`config.mk`:
```
export PLATFORM = sky130hd
export DESIGN_NAME = seq_round_divider
export DESIGN_NICKNAME = d
export VERILOG_FILES = /design/src/rtl/seq_round_divider.sv
export SDC_FILE = /design/constraint.sdc
export NUM_CORES = 1
export LEC_CHECK = 0
export CORE_MARGIN = 2
export CORE_UTILIZATION = 45
export CTS_CLUSTER_DIAMETER = 40
export DETAILED_ROUTE_END_ITERATION = 12
export HOLD_SLACK_MARGIN = 0.12
export PLACE_DENSITY = 0.63
export SYNTH_ARGS = -nofsm -noshare
export SYNTH_HDL_FRONTEND = slang
export SYNTH_SLANG_ARGS = --single-unit
```
`constraint.sdc`:
```
create_clock -name clk -period 4.97 [get_ports clk]
set_input_delay 0.994 -clock clk [delete_from_list [all_inputs] [get_ports clk]]
set_output_delay 0.994 -clock clk [all_outputs]
set_load 0.03 [all_outputs]
```
`src/rtl/seq_round_divider.sv`:
```
// seq_round_divider
//   Multi-cycle unsigned divider: S = A / B, optionally rounded to nearest.
//   Rounding rounds up only when remainder > floor(B/2), so ties round down.
//   Uses a restoring radix-2 loop that produces one quotient bit per clock.
//
// Parameters:
//   WIDTH         operand width in bits (>= 2)
//   ROUND_DEFAULT reset value of the latched rounding mode
//
// Ports:
//   clk      system clock
//   reset    synchronous, active-high reset
//   start    operation request; accepted only while idle
//   round_en 1 = round to nearest, 0 = truncate; sampled with the operands
//   A, B     dividend and divisor, unsigned
//   S        result, zero-extended to WIDTH+1; held until the next result
//   flag     divide-by-zero; held with S
//   busy     high from the acceptance edge until the return to idle
//   done     one-cycle pulse; S and flag are valid from this cycle on
//   R_out    final remainder A mod B (only when DIV_REM_OUT_EN is defined)
//
// Optional feature macro: DIV_REM_OUT_EN (adds the R_out port).
module seq_round_divider #(
  parameter int unsigned WIDTH         = 7,
  parameter bit          ROUND_DEFAULT = 1'b1
) (
  input  logic             clk,
  input  logic             reset,
  input  logic             start,
  input  logic             round_en,
  input  logic [WIDTH-1:0] A,
  input  logic [WIDTH-1:0] B,
  output logic [WIDTH:0]   S,
  output logic             flag,
  output logic             busy,
`ifdef DIV_REM_OUT_EN
  output logic [WIDTH-1:0] R_out,
`endif
  output logic             done
);

  localparam int unsigned CW = $clog2(WIDTH + 1);

  typedef enum logic [1:0] {IDLE, CALC, ROUND, DONE} state_t;

  state_t           state;
  logic [WIDTH-1:0] a_sh;   // dividend, shifted out MSB first
  logic [WIDTH-1:0] b_q;
  logic             rnd_q;
  logic [WIDTH-1:0] q;
  logic [WIDTH:0]   r;
  logic [CW-1:0]    cnt;

  logic [WIDTH:0]   r_sh;
  logic [WIDTH:0]   r_nx;
  logic             q_bit;
  logic             up;
  logic [WIDTH:0]   q_fin;

  // The partial remainder always stays below B, so its low WIDTH bits
  // hold it completely and the shift cannot lose information.
  always_comb begin
    r_sh  = {r[WIDTH-1:0], a_sh[WIDTH-1]};
    q_bit = (r_sh >= {1'b0, b_q});
    r_nx  = q_bit ? (r_sh - {1'b0, b_q}) : r_sh;
    up    = rnd_q && (r > {1'b0, (b_q >> 1)});
    q_fin = {1'b0, q} + {{WIDTH{1'b0}}, up};
  end

  always_ff @(posedge clk) begin
    if (reset) begin
      state <= IDLE;
      a_sh  <= '0;
      b_q   <= '0;
      rnd_q <= ROUND_DEFAULT;
      q     <= '0;
      r     <= '0;
      cnt   <= '0;
      S     <= '0;
      flag  <= 1'b0;
      busy  <= 1'b0;
      done  <= 1'b0;
`ifdef DIV_REM_OUT_EN
      R_out <= '0;
`endif
    end else begin
      case (state)
        IDLE: begin
          done <= 1'b0;
          if (start) begin
            a_sh  <= A;
            b_q   <= B;
            rnd_q <= round_en;
            q     <= '0;
            r     <= '0;
            busy  <= 1'b1;
            if (B == '0) begin
              // Divide-by-zero skips the loop and publishes the result
              // at the acceptance edge.
              S     <= '0;
              flag  <= 1'b1;
              done  <= 1'b1;
`ifdef DIV_REM_OUT_EN
              R_out <= '0;
`endif
              state <= DONE;
            end else begin
              cnt   <= CW'(WIDTH);
              state <= CALC;
            end
          end
        end
        CALC: begin
          r    <= r_nx;
          q    <= {q[WIDTH-2:0], q_bit};
          a_sh <= {a_sh[WIDTH-2:0], 1'b0};
          cnt  <= cnt - 1'b1;
          if (cnt == CW'(1)) state <= ROUND;
        end
        ROUND: begin
          // Outputs are registered on entry to DONE so done, S and flag
          // appear together in the DONE cycle.
          S     <= q_fin;
          flag  <= 1'b0;
          done  <= 1'b1;
`ifdef DIV_REM_OUT_EN
          R_out <= r[WIDTH-1:0];
`endif
          state <= DONE;
        end
        DONE: begin
          done  <= 1'b0;
          busy  <= 1'b0;
          state <= IDLE;
        end
        default: state <= IDLE;
      endcase
    end
  end

endmodule

```
==> impl_metrics.toml, run 1 <==
[setup_path]
critPathLaunchType = "flop"
reg2reg_depth = 14
crit_family = "adder cells"
critPathRequiredTime_ns = 5.15
reg2reg_from = "b_q[2]$_SDFFE_PP0P_"
critical_path_arrival_ns = 2.83
path_class = "flop to flop"
regToRegSetupSlack_ns = 2.32
endpoint_kind = "flop"
timing.rr.end = "S[6]$_SDFFE_PP0P_"
cp_slowest_cell = "ha_1"
path_common_cell = "ha_1"
crit_chain = "inv_1 > ha_1 > nor2b_1 > o21ai_0 > a21oi_1 > a2bb2oi_1 > o221a_2 > ha_1 > ha_1 > nand2_1 > nor2_1 > xor2_1 > a22oi_1 > nor2_1"
crit_buf_inv = 1
path_max_fanout = 8
critical_path.max_stage_delay_ns = 0.37

[synthesis]
synth.top_cell.area_share_pct = 36.20
synth_ff_type = "dfxtp_1"
synth_warnings = 0
synthDistinctLibCells = 55
yosysTopAreaCell = "dfxtp_1"
synthArstFlopShare_pct = 0
synth-edff-count = 0
syn_area_um2 = 2544
ys_seq_elements = 46
syn_nets = 340
syn-mean-instance-area_um2 = 8.367
synth_area_leaders = "dfxtp_1 36%, ha_1 8.4%, nand2_1 5.5%"
synthesis.instances = 304
ys_seq_area_share_pct = 36.20

[global_routing]
grt_usage_pct = 19.14
grt_overflow = 0
grt_max_degree = 41
grt_first_pass_wirelength_mm = 9.494
antenna_found_initial = 0
grt_pass1_vias = 2048

[cts]
cts_sinks = 46
ctsLongestPathBuffers = 2
cts_buffers = 5
cts_resized = 0
holdBufCountCts = 0
cts_tree = "done"
cts_max_level = 2
clock_tree.root_cell = "clkbuf_8"
cts.clk_slew.worst_paths_ns = 0.09
cts_setup_buffers = 0
clk_latency_ns = 0.30

[placement]
io_buffer_count = 28
place_area_um2 = 2868
dp_hpwl_mm = 4.076
routabilityCongestion = 0.8361

[sta]
rsz0062_at_grt = "false"
drv_slew = 0
max_freq_mhz = 377.1
finalCriticalPeriod_ns = 2.652
max_slew_margin_pct = 43.68
fin_crit_sh_pct = 53.36
fin_skew_ns = 0.005040
worst_pin_slew_ns = 0.8383
setup_violations = 0
final-hold-violation-count = 0
tns_ns = 0

[floorplanning]
fp.dieW_um = 79.19
coreArea_um2 = 5473
dieArea_um2 = 6270
start_util_pct = 46.48
num_rows = 27
ioPinCount = 29
die_y_um = 79.19

[cells_and_area]
drive_gt1_share_pct = 5.471
antenna_cells = 0
final_cell_area_um2 = 2955
final_cell_mix = "46 x dfxtp_1, 37 x nor2_1, 37 x nand2_1"
fillerInstances = 529
nets = 364
final_common_cell = "dfxtp_1"
area_growth_pct = 16.18

[hold_path]
holdPathStages = 2
min_to = "b_q[4]$_SDFFE_PP0P_"
hp-class = "flop to flop"
hold_start = "b_q[4]$_SDFFE_PP0P_"

[pwr]
power_frac_comb_pct = 55.0
swShare_pct = 44.78
p_switching_mw = 0.7369
p_seq_share_pct = 30.9
powerDensity_nw_per_um2 = 556.9
p_int_mw = 0.9088
max-vdd-ir-drop_v = 0.0002576
fin_total_pwr_mw = 1.646
leakagePower_nw = 1.145
clkPwrFrac_pct = 14.1

[detailed_routing]
first_pass_iters = 4
avgRoutedWirePerCell_um = 14.09
dr_total_vias = 2181
drt_iter0_drc = 114
viasPerCell = 5.439
drc = 0
antenna_left = 0
wl_mm = 5.652

[status]
outcome = "completed"

[job]
max-cap-violations = 0
## state kept, by name, summed over array words and instances (netlist names)
| name | flops |
|---|---|
| S | 8 |
| r | 8 |
| a_sh | 7 |
| b_q | 7 |
| q | 7 |
| cnt | 3 |
| state | 2 |
| busy | 1 |
| done | 1 |
| flag | 1 |
| rnd_q | 1 |
## Yosys cell counts (4+ instances only)
library cell	n
dfxtp_1	46
nand2_1	37
nor2_1	37
inv_1	20
ha_1	17
a21oi_1	13
a22oi_1	13
o211ai_1	10
a211oi_1	8
mux2i_1	8
clkbuf_1	7
nand3_1	7
o21ai_0	7
nand2b_1	6
nor3_1	5
a311oi_1	4
and2_1	4
nor2b_1	4
## per-stage QoR
step	util, %	hold WS [ns]	std cells	setup slack [ns]
detailed placement	52.40	0.4496	393	1.989
global route	54.00	0.4879	401	2.036
floorplan	-	0.4363	304	2.574
CTS	54.00	0.4629	401	2.314
finish	54.00	0.4587	401	2.318
global placement	52.40	0.4426	393	2.048
## worst min-delay path, stage by stage (launching register included)
cell	delay, ns
dfxtp_1	0.32
nand2_1	0.05
a21oi_1	0.05
## worst max-delay path by stage
stage                        start                 to  cells past startpoint
3_3_place_gp                  B[2]  S[1]$_SDFFE_PP0P_                      6
2_1_floorplan  b_q[2]$_SDFFE_PP0P_  S[6]$_SDFFE_PP0P_                     14
4_1_cts                       B[2]  S[5]$_SDFFE_PP0P_                      6
5_1_grt        b_q[2]$_SDFFE_PP0P_  S[6]$_SDFFE_PP0P_                     14
6_report       b_q[2]$_SDFFE_PP0P_  S[6]$_SDFFE_PP0P_                     14
3_5_place_dp                  B[2]  S[5]$_SDFFE_PP0P_                      6
## metal layers
| layer | share of wire, % | wire length, um | track usage (%) |
|---|---|---|---|
| met1 | 49 | 2771 | 26.26 |
| met2 | 45 | 2554 | 30.08 |
| met3 | 3.8 | 212 | 3.182 |
| met4 | 2.0 | 112 | 7.414 |
| met5 | 0 | 0 | 0 |
## final cells by class
type	count	area [um^2]	share of cell area (%)
Clock buffer	5	68.82	2.329
Tap cell	72	90.09	3.048
Sequential cell	46	920.9	31.16
Clock inverter	3	18.77	0.6351
Inverter	20	75.07	2.540
Multi-Input combinational cell	225	1486	50.30
Timing Repair Buffer	30	295.3	9.992
## kinds of logic after synthesis
family	after synthesis	synth area share (%)
compound gates	79	22.97
simple gates	113	20.66
mux	9	3.591
buf+inv	33	5.361
xor+xnor	6	2.066
fa+ha+maj	18	9.149
flops	46	36.20
## power groups by stage
stage	Clock (mW)	Combinational, mW	Sequential [mW]
after floorplan	0	0.711	0.512
after global placement	0	0.894	0.516
after detailed placement	0	0.890	0.517
after CTS	0.241	0.898	0.509
after global routing	0.255	1.00	0.518
final	0.233	0.904	0.509
No activity file was read; power rests on OpenSTA's default activity.
==> run 2, diff against run 1 <==
- clock period: 4.97 -> 2.46 ns (I/O delays scaled with it)
==> run 2 against run 1 <==
  * Cell area grew 5.2%
  * Clock power is 100% higher
  * Die area is the same
  * Setup slack worse by 2.2 ns
  * Critical endpoint unchanged
==> impl_metrics.toml, run 2 (synthesis results as in run 1) <==
[sta]
fin_skew_ns = 0.004042
worst_pin_slew_ns = 0.5948
setup_violations = 0
max_slew_margin_pct = 60.20
setup_ws_ns = 0.1452
final-hold-violation-count = 0
drv_slew = 0
fin_crit_sh_pct = 94.10
whs_ns = 0.4617
tns_ns = 0
finalCriticalPeriod_ns = 2.315
max_freq_mhz = 432.0

[detailed_routing]
antenna_left = 0
routed-wl-met3_um = 160
avgRoutedWirePerCell_um = 13.97
maxUsedRoutingLayer = "met4"
first_pass_iters = 4
drc = 0
wl_mm = 5.841
met1_length_mm = 2.871
drt_iter0_drc = 120
wl_met2_mm = 2.750
viasPerCell = 5.364
dr_total_vias = 2242

[cells_and_area]
top_regs = "S (8), r (8)"
area_growth_pct = 22.28
antenna_cells = 0
final_cell_mix = "44 x dfxtp_1, 37 x nor2_1, 37 x nand2_1"
final_common_cell = "dfxtp_1"
drive_gt1_share_pct = 11.27
nets = 381
fillerInstances = 522

[status]
outcome = "completed"

[setup_path]
critPathLaunchType = "flop"
path_max_fanout = 3
critical_path_arrival_ns = 2.50
path_class = "flop to flop"
endpoint_kind = "flop"
critPathRequiredTime_ns = 2.65

[hold_path]
hp-class = "flop to flop"

[cts]
cts_buffers = 5
ctsLongestPathBuffers = 2
clk_latency_ns = 0.30
cts_setup_buffers = 0
cts_tree = "done"
clock_tree.root_cell = "clkbuf_8"
cts_max_level = 2
cts_sinks = 46
cts.clk_slew.worst_paths_ns = 0.09
holdBufCountCts = 0

[pwr]
fin_total_pwr_mw = 3.504
max-vdd-ir-drop_v = 0.0004949
leakagePower_nw = 1.226
powerDensity_nw_per_um2 = 1127

[global_routing]
grt_first_pass_wirelength_mm = 10.11
grt_overflow = 0
antenna_found_initial = 0
grt_max_degree = 37
grt_usage_pct = 20.24
grt_pass1_vias = 2133

[floorplanning]
die_y_um = 79.19
start_util_pct = 46.48
dieArea_um2 = 6270
fp.dieW_um = 79.19
num_rows = 27
ioPinCount = 29
coreArea_um2 = 5473

[placement]
post-place-ws_ns = -0.01900
io_buffer_count = 28
dp_hpwl_mm = 4.400
routabilityCongestion = 0.9172

[job]
max-cap-violations = 0
run 2: metal layers:
layer  vias up  global-route usage (%)
li1       1171                       -
met1      1034                   26.99
met2        31                   33.05
met3         6                   3.750
met4         0                   6.552
met5         -                       0
run 2: per-stage QoR:
stage / utilization [%] / cell area (um^2) / std cells
6_report: 56.84 / 3110 / 418
5_1_grt: 56.84 / 3110 / 418
4_1_cts: 56.38 / 3085 / 418
3_5_place_dp: 54.73 / 2995 / 410
3_3_place_gp: 54.73 / 2995 / 410
2_1_floorplan: - / 2544 / 304
run 2: area by class of cell:
class | count | area [um^2] | area share [%]
flip-flops and latches | 46 | 923.4 | 29.69
clock inverters | 3 | 18.77 | 0.6034
inverters | 20 | 75.07 | 2.414
repair buffers | 47 | 422.9 | 13.60
well taps | 72 | 90.09 | 2.896
clock buffers | 5 | 68.82 | 2.212
multi-input cells | 225 | 1511 | 48.59
run 2: timing repair:
item	in CTS	in global routing
endpoints found under the setup margin	1	3
endpoints found under the hold margin	0	0
gates resized for setup	1	7
cloned	0	0
pin swaps	0	2
run 2: worst max-delay path, stage by stage, from the launching register on:
cell       delay (ns)
dfxtp_2          0.33
inv_1            0.04
ha_1             0.29
nor2b_1          0.13
o21ai_1          0.11
a21oi_1          0.08
a2bb2oi_1        0.13
o221a_2          0.30
ha_4             0.18
ha_4             0.16
nand2_1          0.06
nor2_1           0.05
xor2_1           0.13
a22oi_1          0.15
nor2_1           0.05
run 2: worst paths after layout:
path	from	endpoint	slack, ns	cells after the start
setup / recovery	b_q[2]$_SDFFE_PP0P_	S[6]$_SDFFE_PP0P_	0.15	14
hold reg to reg	S[7]$_SDFFE_PP0P_	S[7]$_SDFFE_PP0P_	0.46	2
setup reg to reg	b_q[2]$_SDFFE_PP0P_	S[6]$_SDFFE_PP0P_	0.15	14
hold / removal	S[7]$_SDFFE_PP0P_	S[7]$_SDFFE_PP0P_	0.46	2
run 2: power breakdown:
group | internal (mW) | switching [mW] | total [mW]
clock network | 0.201 | 0.276 | 0.476
logic | 0.868 | 1.13 | 2.00
registers | 0.907 | 0.123 | 1.03
total | 1.98 | 1.53 | 3.50
